[config.mk]
export PLATFORM = sky130hd
export DESIGN_NAME = fifo_bit_unpacker_flat
export DESIGN_NICKNAME = d
export VERILOG_FILES = /design/src/rtl/fifo_bit_unpacker_pkg.sv /design/src/rtl/fifo_bit_unpacker_if.sv /design/src/rtl/fifo_bit_unpacker_bit_packer.sv /design/src/rtl/fifo_bit_unpacker.sv /design/src/flat_wrapper.sv
export SDC_FILE = /design/constraint.sdc
export NUM_CORES = 1
export LEC_CHECK = 0
export BUFFER_PORTS_ARGS = -buffer_cell sky130_fd_sc_hd__buf_2
export CAP_MARGIN = 20
export CORE_MARGIN = 2
export CORE_UTILIZATION = 52
export DETAILED_ROUTE_END_ITERATION = 8
export HOLD_SLACK_MARGIN = 0.03
export PLACE_DENSITY = 0.85
export SYNTH_ARGS = -nofsm -noshare
export SYNTH_HDL_FRONTEND = slang
export SYNTH_SLANG_ARGS = --single-unit
[constraint.sdc]
create_clock -name CLK -period 2.2 [get_ports CLK]
set_input_delay 0.22 -clock CLK [delete_from_list [all_inputs] [get_ports CLK]]
set_output_delay 0.22 -clock CLK [all_outputs]
set_load 0.01 [all_outputs]
[src/rtl/fifo_bit_unpacker_pkg.sv]
// Shared types and constants for the 1-bit FIFO unpacker.
// FSM encoding, counter widths and a width helper.
`ifndef FIFO_IF_CNT_W
`define FIFO_IF_CNT_W(w) $clog2((w)+1)
`endif

package fifo_if_pkg;

  localparam logic ST_COLLECT = 1'b0;
  localparam logic ST_HOLD    = 1'b1;
  localparam int   WORD_CNT_W = 16;

  typedef enum logic {
    COLLECT = ST_COLLECT,
    HOLD    = ST_HOLD
  } state_e;

  function automatic int cnt_w(input int w);
    return `FIFO_IF_CNT_W(w);
  endfunction

endpackage

[src/rtl/fifo_bit_unpacker_if.sv]
// FIFO read port plus packed-word valid/ready bus.
// master = unpacker side, slave = FIFO/downstream side.
interface fifo_bit_unpacker_if #(
  parameter int WIDTH = 8
);

  logic             FIFO_EMPTY_N;
  logic             FIFO_D_OUT;
  logic             FIFO_DEQ;
  logic             FIFO_CLR;
  logic [WIDTH-1:0] WORD_OUT;
  logic             WORD_VALID;
  logic             WORD_READY;

  modport master (
    input  FIFO_EMPTY_N,
    input  FIFO_D_OUT,
    input  WORD_READY,
    output FIFO_DEQ,
    output FIFO_CLR,
    output WORD_OUT,
    output WORD_VALID
  );

  modport slave (
    output FIFO_EMPTY_N,
    output FIFO_D_OUT,
    output WORD_READY,
    input  FIFO_DEQ,
    input  FIFO_CLR,
    input  WORD_OUT,
    input  WORD_VALID
  );

endinterface

[src/rtl/fifo_bit_unpacker_bit_packer.sv]
// Shift register and bit counter for one partial word.
// word already includes bit_in so the top can latch it on the last pop.
module bit_packer
  import fifo_if_pkg::*;
#(
  parameter  int WIDTH     = 8,
  parameter  bit MSB_FIRST = 1'b1,
  localparam int CW        = cnt_w(WIDTH)
) (
  input  logic             clk,
  input  logic             rst_n,
  input  logic             shift_en,
  input  logic             bit_in,
  input  logic             clr,
  output logic [WIDTH-1:0] word,
  output logic             last,
  output logic [CW-1:0]    bit_cnt
);

  logic [WIDTH-2:0] sr_q, sr_d;
  logic [CW-1:0]    cnt_q, cnt_d;
  logic [WIDTH-2:0] sr_shift;

  generate
    if (MSB_FIRST) begin : g_msb
      assign word     = {sr_q, bit_in};
      assign sr_shift = word[WIDTH-2:0];
    end else begin : g_lsb
      assign word     = {bit_in, sr_q};
      assign sr_shift = word[WIDTH-1:1];
    end
  endgenerate

  assign last    = (cnt_q == CW'(WIDTH-1));
  assign bit_cnt = cnt_q;

  always_comb begin
    sr_d  = sr_q;
    cnt_d = cnt_q;
    if (clr) begin
      sr_d  = '0;
      cnt_d = '0;
    end else if (shift_en) begin
      if (last) begin
        sr_d  = '0;
        cnt_d = '0;
      end else begin
        sr_d  = sr_shift;
        cnt_d = cnt_q + 1'b1;
      end
    end
  end

  always_ff @(posedge clk) begin
    if (!rst_n) begin
      sr_q  <= '0;
      cnt_q <= '0;
    end else begin
      sr_q  <= sr_d;
      cnt_q <= cnt_d;
    end
  end

endmodule

[src/rtl/fifo_bit_unpacker.sv]
// Pops bits from a 1-bit FIFO and emits WIDTH-bit words on valid/ready.
// FLUSH clears the FIFO and the partial/held word in the same cycle.
module fifo_bit_unpacker
  import fifo_if_pkg::*;
#(
  parameter  int WIDTH     = 8,
  parameter  bit MSB_FIRST = 1'b1,
  localparam int CW        = cnt_w(WIDTH)
) (
  input  logic                  CLK,
  input  logic                  RST,
  input  logic                  FLUSH,
  fifo_bit_unpacker_if.master   bus,
  output logic [CW-1:0]         BIT_CNT,
  output logic [WORD_CNT_W-1:0] WORD_CNT
);

  state_e                  state_q;
  logic [WIDTH-1:0]        word_q;
  logic                    valid_q;
  logic [WORD_CNT_W-1:0]   word_cnt_q;
  logic [WORD_CNT_W-1:0]   word_cnt_d;
  logic [WIDTH-1:0]        pk_word;
  logic                    pk_last;
  logic                    deq;

  // FLUSH suppresses the pop: the head is discarded by FIFO_CLR instead.
  assign deq = RST & bus.FIFO_EMPTY_N
             & (state_q == COLLECT) & ~FLUSH;

  assign bus.FIFO_DEQ   = deq;
  assign bus.FIFO_CLR   = RST & FLUSH;
  assign bus.WORD_OUT   = word_q;
  assign bus.WORD_VALID = valid_q;
  assign WORD_CNT       = word_cnt_q;
  assign word_cnt_d     = word_cnt_q + 16'd1;

  bit_packer #(
    .WIDTH     (WIDTH),
    .MSB_FIRST (MSB_FIRST)
  ) u_packer (
    .clk      (CLK),
    .rst_n    (RST),
    .shift_en (deq),
    .bit_in   (bus.FIFO_D_OUT),
    .clr      (FLUSH),
    .word     (pk_word),
    .last     (pk_last),
    .bit_cnt  (BIT_CNT)
  );

  always_ff @(posedge CLK) begin
    if (!RST) begin
      state_q    <= COLLECT;
      word_q     <= '0;
      valid_q    <= 1'b0;
      word_cnt_q <= '0;
    end else if (FLUSH) begin
      state_q <= COLLECT;
      valid_q <= 1'b0;
    end else begin
      unique case (state_q)
        COLLECT: begin
          if (deq && pk_last) begin
            word_q  <= pk_word;
            valid_q <= 1'b1;
            state_q <= HOLD;
          end
        end
        HOLD: begin
          if (bus.WORD_READY) begin
            valid_q    <= 1'b0;
            word_cnt_q <= word_cnt_d;
            state_q    <= COLLECT;
          end
        end
        default: state_q <= COLLECT;
      endcase
    end
  end

endmodule

[src/flat_wrapper.sv]
// flat-port wrapper written by rule: the top's interface ports become plain ports
module fifo_bit_unpacker_flat import fifo_if_pkg::*;
#(
  parameter  int WIDTH     = 8,
  parameter  bit MSB_FIRST = 1'b1,
  localparam int CW        = cnt_w(WIDTH)
)
  (CLK, RST, FLUSH, BIT_CNT, WORD_CNT, bus_FIFO_EMPTY_N, bus_FIFO_D_OUT, bus_WORD_READY, bus_FIFO_DEQ, bus_FIFO_CLR, bus_WORD_OUT, bus_WORD_VALID);
  fifo_bit_unpacker_if #(.WIDTH(WIDTH)) bus_i ();
  input  logic CLK;
  input  logic RST;
  input  logic FLUSH;
  output logic [CW-1:0] BIT_CNT;
  output logic [WORD_CNT_W-1:0] WORD_CNT;
  input wire logic [$bits(bus_i.FIFO_EMPTY_N)-1:0] bus_FIFO_EMPTY_N;
  input wire logic [$bits(bus_i.FIFO_D_OUT)-1:0] bus_FIFO_D_OUT;
  input wire logic [$bits(bus_i.WORD_READY)-1:0] bus_WORD_READY;
  output wire logic [$bits(bus_i.FIFO_DEQ)-1:0] bus_FIFO_DEQ;
  output wire logic [$bits(bus_i.FIFO_CLR)-1:0] bus_FIFO_CLR;
  output wire logic [$bits(bus_i.WORD_OUT)-1:0] bus_WORD_OUT;
  output wire logic [$bits(bus_i.WORD_VALID)-1:0] bus_WORD_VALID;
  assign bus_i.FIFO_EMPTY_N = bus_FIFO_EMPTY_N;
  assign bus_i.FIFO_D_OUT = bus_FIFO_D_OUT;
  assign bus_i.WORD_READY = bus_WORD_READY;
  assign bus_FIFO_DEQ = bus_i.FIFO_DEQ;
  assign bus_FIFO_CLR = bus_i.FIFO_CLR;
  assign bus_WORD_OUT = bus_i.WORD_OUT;
  assign bus_WORD_VALID = bus_i.WORD_VALID;
  fifo_bit_unpacker #(.WIDTH(WIDTH), .MSB_FIRST(MSB_FIRST)) u_core (.CLK(CLK), .RST(RST), .FLUSH(FLUSH), .bus(bus_i), .BIT_CNT(BIT_CNT), .WORD_CNT(WORD_CNT));
endmodule
== Yosys cells after proc, flatten, opt, wreduce, memory -nomap -nowiden ==
Index checks and enable logic that the tools add are counted.
Widths: inputs -> output; s select.

* Mux-type cells: 8
* Bitwise logic cells: 7
* Equality and inequality tests: 3
* Add/subtract/negate cells: 2
* Reductions and logical operators: 5

{| class="wikitable"
|+ Operators with widths
! operator !! number
|-
| $add 16x1->16 const B || 1
|-
| $mux 7 || 1
|-
| $reduce_and 3->1 || 2
|-
| $add 4x1->4 const B || 1
|-
| $and 1x1->1 || 4
|-
| $eq 4x3->1 const B || 1
|-
| $mux 1 || 4
|-
| $mux 4 || 1
|-
| $ne 2x2->1 const B || 2
|-
| $pmux 1 s2 || 2
|-
| $not 1->1 || 3
|-
| $reduce_and 2->1 || 1
|-
| $reduce_or 2->1 || 1
|-
| $logic_and 1x1->1 || 1
|}

* Output and inout bits: 31
* Logic and storage cells: 31
* Register bits: 37

== Logic depth before layout (Yosys ltp) ==
* Depth after elaboration: 6
* Mapped depth: 6
* Gate-level depth less buffers: 5

== Hierarchy ==
A second synthesis with hierarchy kept.

* Cell total of the unflattened synthesis: 181
* Area, all modules: 1704.1 µm²

{| class="wikitable"
|+ By module, submodules not included
! module !! times used !! seq. area each (µm²) !! area an instance (µm²) !! cells each
|-
| fifo_bit_unpacker || 1 || 520.5 || 1143.6 || 128
|-
| bit_packer || 1 || 220.2 || 560.5 || 53
|}

== Worst setup path after synthesis ==
No wires, ideal clock.

* Path kind: register to register
* Start point: register u_core.word_cnt_q[0], in the netlist u_core.WORD_CNT[0]
* End point: register u_core.word_cnt_q[14], in the netlist u_core.WORD_CNT[14]
* Clock period less this slack: 1.689 ns
* Required time: 2.130 ns
* Slack: 0.511 ns
* Stages on the path, launching flop included: 6
* Arrival time: 1.619 ns
* Library setup time: 0.070 ns
* Path through: dfxtp_1 ha_1 nand4b_2 nor4_4 or3b_1 a21boi_1

* Word-level cells in the longest chain between the ends: 1

{| class="wikitable"
|+ Ends and longest elaborated chain
! what !! RTL line !! RTL
|-
| start, declared || fifo_bit_unpacker.sv:21 || <nowiki>logic [WORD_CNT_W-1:0] word_cnt_q;</nowiki>
|-
| start signal, assigned || fifo_bit_unpacker.sv:73 || <nowiki>word_cnt_q <= word_cnt_d;</nowiki>
|-
| $add 16x1->16 || fifo_bit_unpacker.sv:36 || <nowiki>assign word_cnt_d = word_cnt_q + 16'd1;</nowiki>
|}

No other way between the ends.
A chain may end at the register's enable or synchronous reset.

== Final worst setup path ==
Ends and elaborated chain as after synthesis.

==> flow_summary_export.csv <==
group,metric,value,unit
outcome,status,"complete, no violations",
global_route,grt_use_total,0.194,
route,drt_iter0_markers,43,
pwr,p_leak,0.000820,uW
timing,finClkSkew,0.0140,ns
clock_tree,ctsRootBufferMaster,"clkbuf_4",
setup_path,critPathBufInv,0,
global_route,first_global_vias,1136,
clock_tree,htreeDepth,2,
setup_path,crit_fanout,7,
setup_path,endpoint_kind,"register",
setup_path,cp_cell_sequence,"ha_1, nand4b_2, nor4_4, or3b_1, a21boi_1",
clock_tree,cts.path.max_buffers,2,
setup_path,critPathLaunchType,"register",
setup_path,crit_family,"simple AND/OR/NAND/NOR gates",
yosys,synth-seq-cells,37,
yosys,synth_nets,172,
clock_tree,cts_tree,"built",
setup_path,slowest_stage,"dfxtp_1",
route,firstDrtPassIters,4,
timing,setup_viol,0,
yosys,yosys.area.top_type_share,0.463,
pwr,pwr-share-clk,0.448,
yosys,ys_seq_area_frac,0.463,
route,wl_per_cell,13.7,um
timing,max_freq,543,MHz
clock_tree,clock-sinks,37,
global_route,overflow,0,
pwr,peakVddDrop,599,uV
setup_path,crit_arrival,2.10,ns
pwr,pwr-share-comb,0.032,
finish,layout.nets,211,
die,die_x,59.5,um
finish,diodes,0,
setup_path,crit_required,2.46,ns
placement,io_buffers,36,
finish,fin_cells,237,
yosys,yosys_warnings,0,
worst_hold_path,hold_class,"in -> reg",
pwr,p_sw_frac,0.198,
yosys,synth.distinct_cells,37,
clock_tree,ctsHoldBuffers,0,
timing,finalCriticalPeriod,1.84,ns
yosys,syn_area_per_cell,9.75,um^2
timing,finalMaxSlewViolations,0,
pwr,p_switching,256,uW
clock_tree,cts_inserted_buffers,5,
die,io_pins,37,
pwr,p_int,1040,uW
timing,finalHoldViolCount,0,
clock_tree,postCtsSetupRepairBufs,0,
die,rows,20,
die,coreArea,2980,um^2
timing,fin_tns_setup,0,ns
clock_tree,clk_latency,0.34,ns
timing,rsz0062_at_grt,"no",
setup_path,slowest_delay,0.43,ns
pwr,p_per_area,681,nW/um^2
global_route,antenna_found_initial,0,
yosys,synth_area,1600,um^2
placement,gp_congestion,0.758,
finish,drive_above_1_share,0.250,
die,die_y,59.5,um
yosys,synth_top_area_cell,"dfxtp_1",
timing,fin_crit_sh,0.836,
die,initial_utilization,0.537,
route,dr_total_vias,1290,
yosys,syn_inst,164,
setup_path,criticalPathCategory,"reg -> reg",
flow_run,drv_cap,0,
clock_tree,cts.repair.resized,0,
yosys,synthTopCellsByArea,"dfxtp_1, mux2i_1, and2_1",
pwr,pwr-share-seq,0.520,
placement,placedCellCount,229,
global_route,grt_max_degree,28,
placement,dp_hpwl,2220,um
timing,relSlewSlack,0.658,
clock_tree,clk_pin_slew_worst_paths,0.12,ns
route,route.detailed.drc,0,
finish,areaGrowthSynthToFinish,19.0,%
die,die-area,3530,um^2
route,viasPerCell,5.44,
global_route,grt_pass1_wl,5160,um
timing,worst_slew_pin_slew,0.513,ns
route,routed_wl,3240,um
route,antenna_left,0,
## Yosys cell counts, drive strengths merged
cell    number
a21boi       4
a21oi        5
a22oi        7
and2        10
and2b        1
and3         1
and3b        2
and4         2
buf          3
clkbuf       4
dfxtp       37
ha           2
inv          1
mux2i       10
nand2       12
nand2b       4
nand3        6
nand4        4
nand4b       1
nor2        11
nor2b        9
nor3         3
nor3b        1
nor4         1
o21ai        2
o311ai       1
o31ai        2
o41ai        2
or2b         1
or3          1
or3b         1
or4          3
xnor2        6
xor2         4
## logic make-up after synthesis
kind of cell    synth area share
compound gates            0.0994
buf+inv                   0.0289
flops                      0.463
mux                       0.0626
fa+ha+maj                 0.0156
simple gates               0.275
xor+xnor                  0.0548
## power by group through the flow
stage	Sequential [uW]	Clock, uW	Combinational (uW)
after floorplan	689	0	26.6
after global placement	688	0	41.0
after detailed placement	689	0	41.3
after CTS	673	589	41.5
after global routing	674	618	46.6
final	673	581	41.8
## final timing paths
path                                      start  depth (start not counted)                                   end  slack [ns]
max             u_core.WORD_CNT[0]$_SDFFE_PN0P_                          5      u_core.WORD_CNT[14]$_SDFFE_PN0P_        0.36
min                              bus_FIFO_D_OUT                          3  u_core.u_packer.sr_q[0]$_SDFFE_PP0P_        0.14
max reg2reg     u_core.WORD_CNT[0]$_SDFFE_PN0P_                          5      u_core.WORD_CNT[14]$_SDFFE_PN0P_        0.36
min reg2reg  u_core.bus.WORD_VALID$_SDFFE_PP0P_                          2    u_core.bus.WORD_VALID$_SDFFE_PP0P_        0.47
## layout make-up
class	count	area (um^2)
Clock buffer	5	37.5
Fill cell	250	1070
Inverter	1	3.75
Multi-Input combinational cell	119	812
Timing Repair Buffer	39	203
Clock inverter	3	65.1
Sequential cell	37	741
Tap cell	33	41.3
## layer usage
layer	global-route usage	wire, um	vias up
li1	-	-	660
met3	0.0655	122	4
met5	0	0	-
met2	0.287	1490	29
met4	0.0844	34	0
met1	0.255	1590	597
## worst min-delay path, cell delays in order
cell,delay [ns]
buf_2,0.09
a22oi_1,0.06
nor2_1,0.09
## state kept, by name, indices dropped and copies added (netlist names)
| signal | count |
|---|---|
| u_core.WORD_CNT | 16 |
| u_core.bus.WORD_OUT | 8 |
| u_core.u_packer.sr_q | 7 |
| u_core.u_packer.bit_cnt | 4 |
| u_core.bus.WORD_VALID | 1 |
| u_core.state_q | 1 |
## through the flow
step | total power, uW | area (um^2) | hold slack, ns | worst slack (ns) | utilization
2_1_floorplan | 715 | 1600 | 0.368 | 0.511 | -
5_1_grt | 1340 | 1900 | 0.145 | 0.235 | 0.639
6_report | 1300 | 1900 | 0.145 | 0.360 | 0.639
3_3_place_gp | 729 | 1800 | 0.444 | 0.499 | 0.605
4_1_cts | 1300 | 1900 | 0.145 | 0.351 | 0.639
3_5_place_dp | 730 | 1800 | 0.451 | 0.443 | 0.605
## cells in the final DEF, fill, tap and decap left out, types with 4 or more instances in the layout
| cell type | synthesis | routed |
|---|---|---|
| nand2b_1 | 4 | 4 |
| a22oi_1 | 7 | 7 |
| and2_1 | 9 | 9 |
| dfxtp_1 | 37 | 37 |
| xnor2_1 | 6 | 6 |
| nand3_1 | 6 | 6 |
| a21oi_1 | 5 | 5 |
| buf_2 | 1 | 36 |
| clkbuf_4 | 0 | 5 |
| nand4_1 | 4 | 4 |
| nor2_1 | 11 | 11 |
| nand2_1 | 12 | 12 |
| xor2_1 | 4 | 4 |
| mux2i_1 | 10 | 10 |
| nor2b_1 | 9 | 9 |
Power figures use the tool's default switching activity.
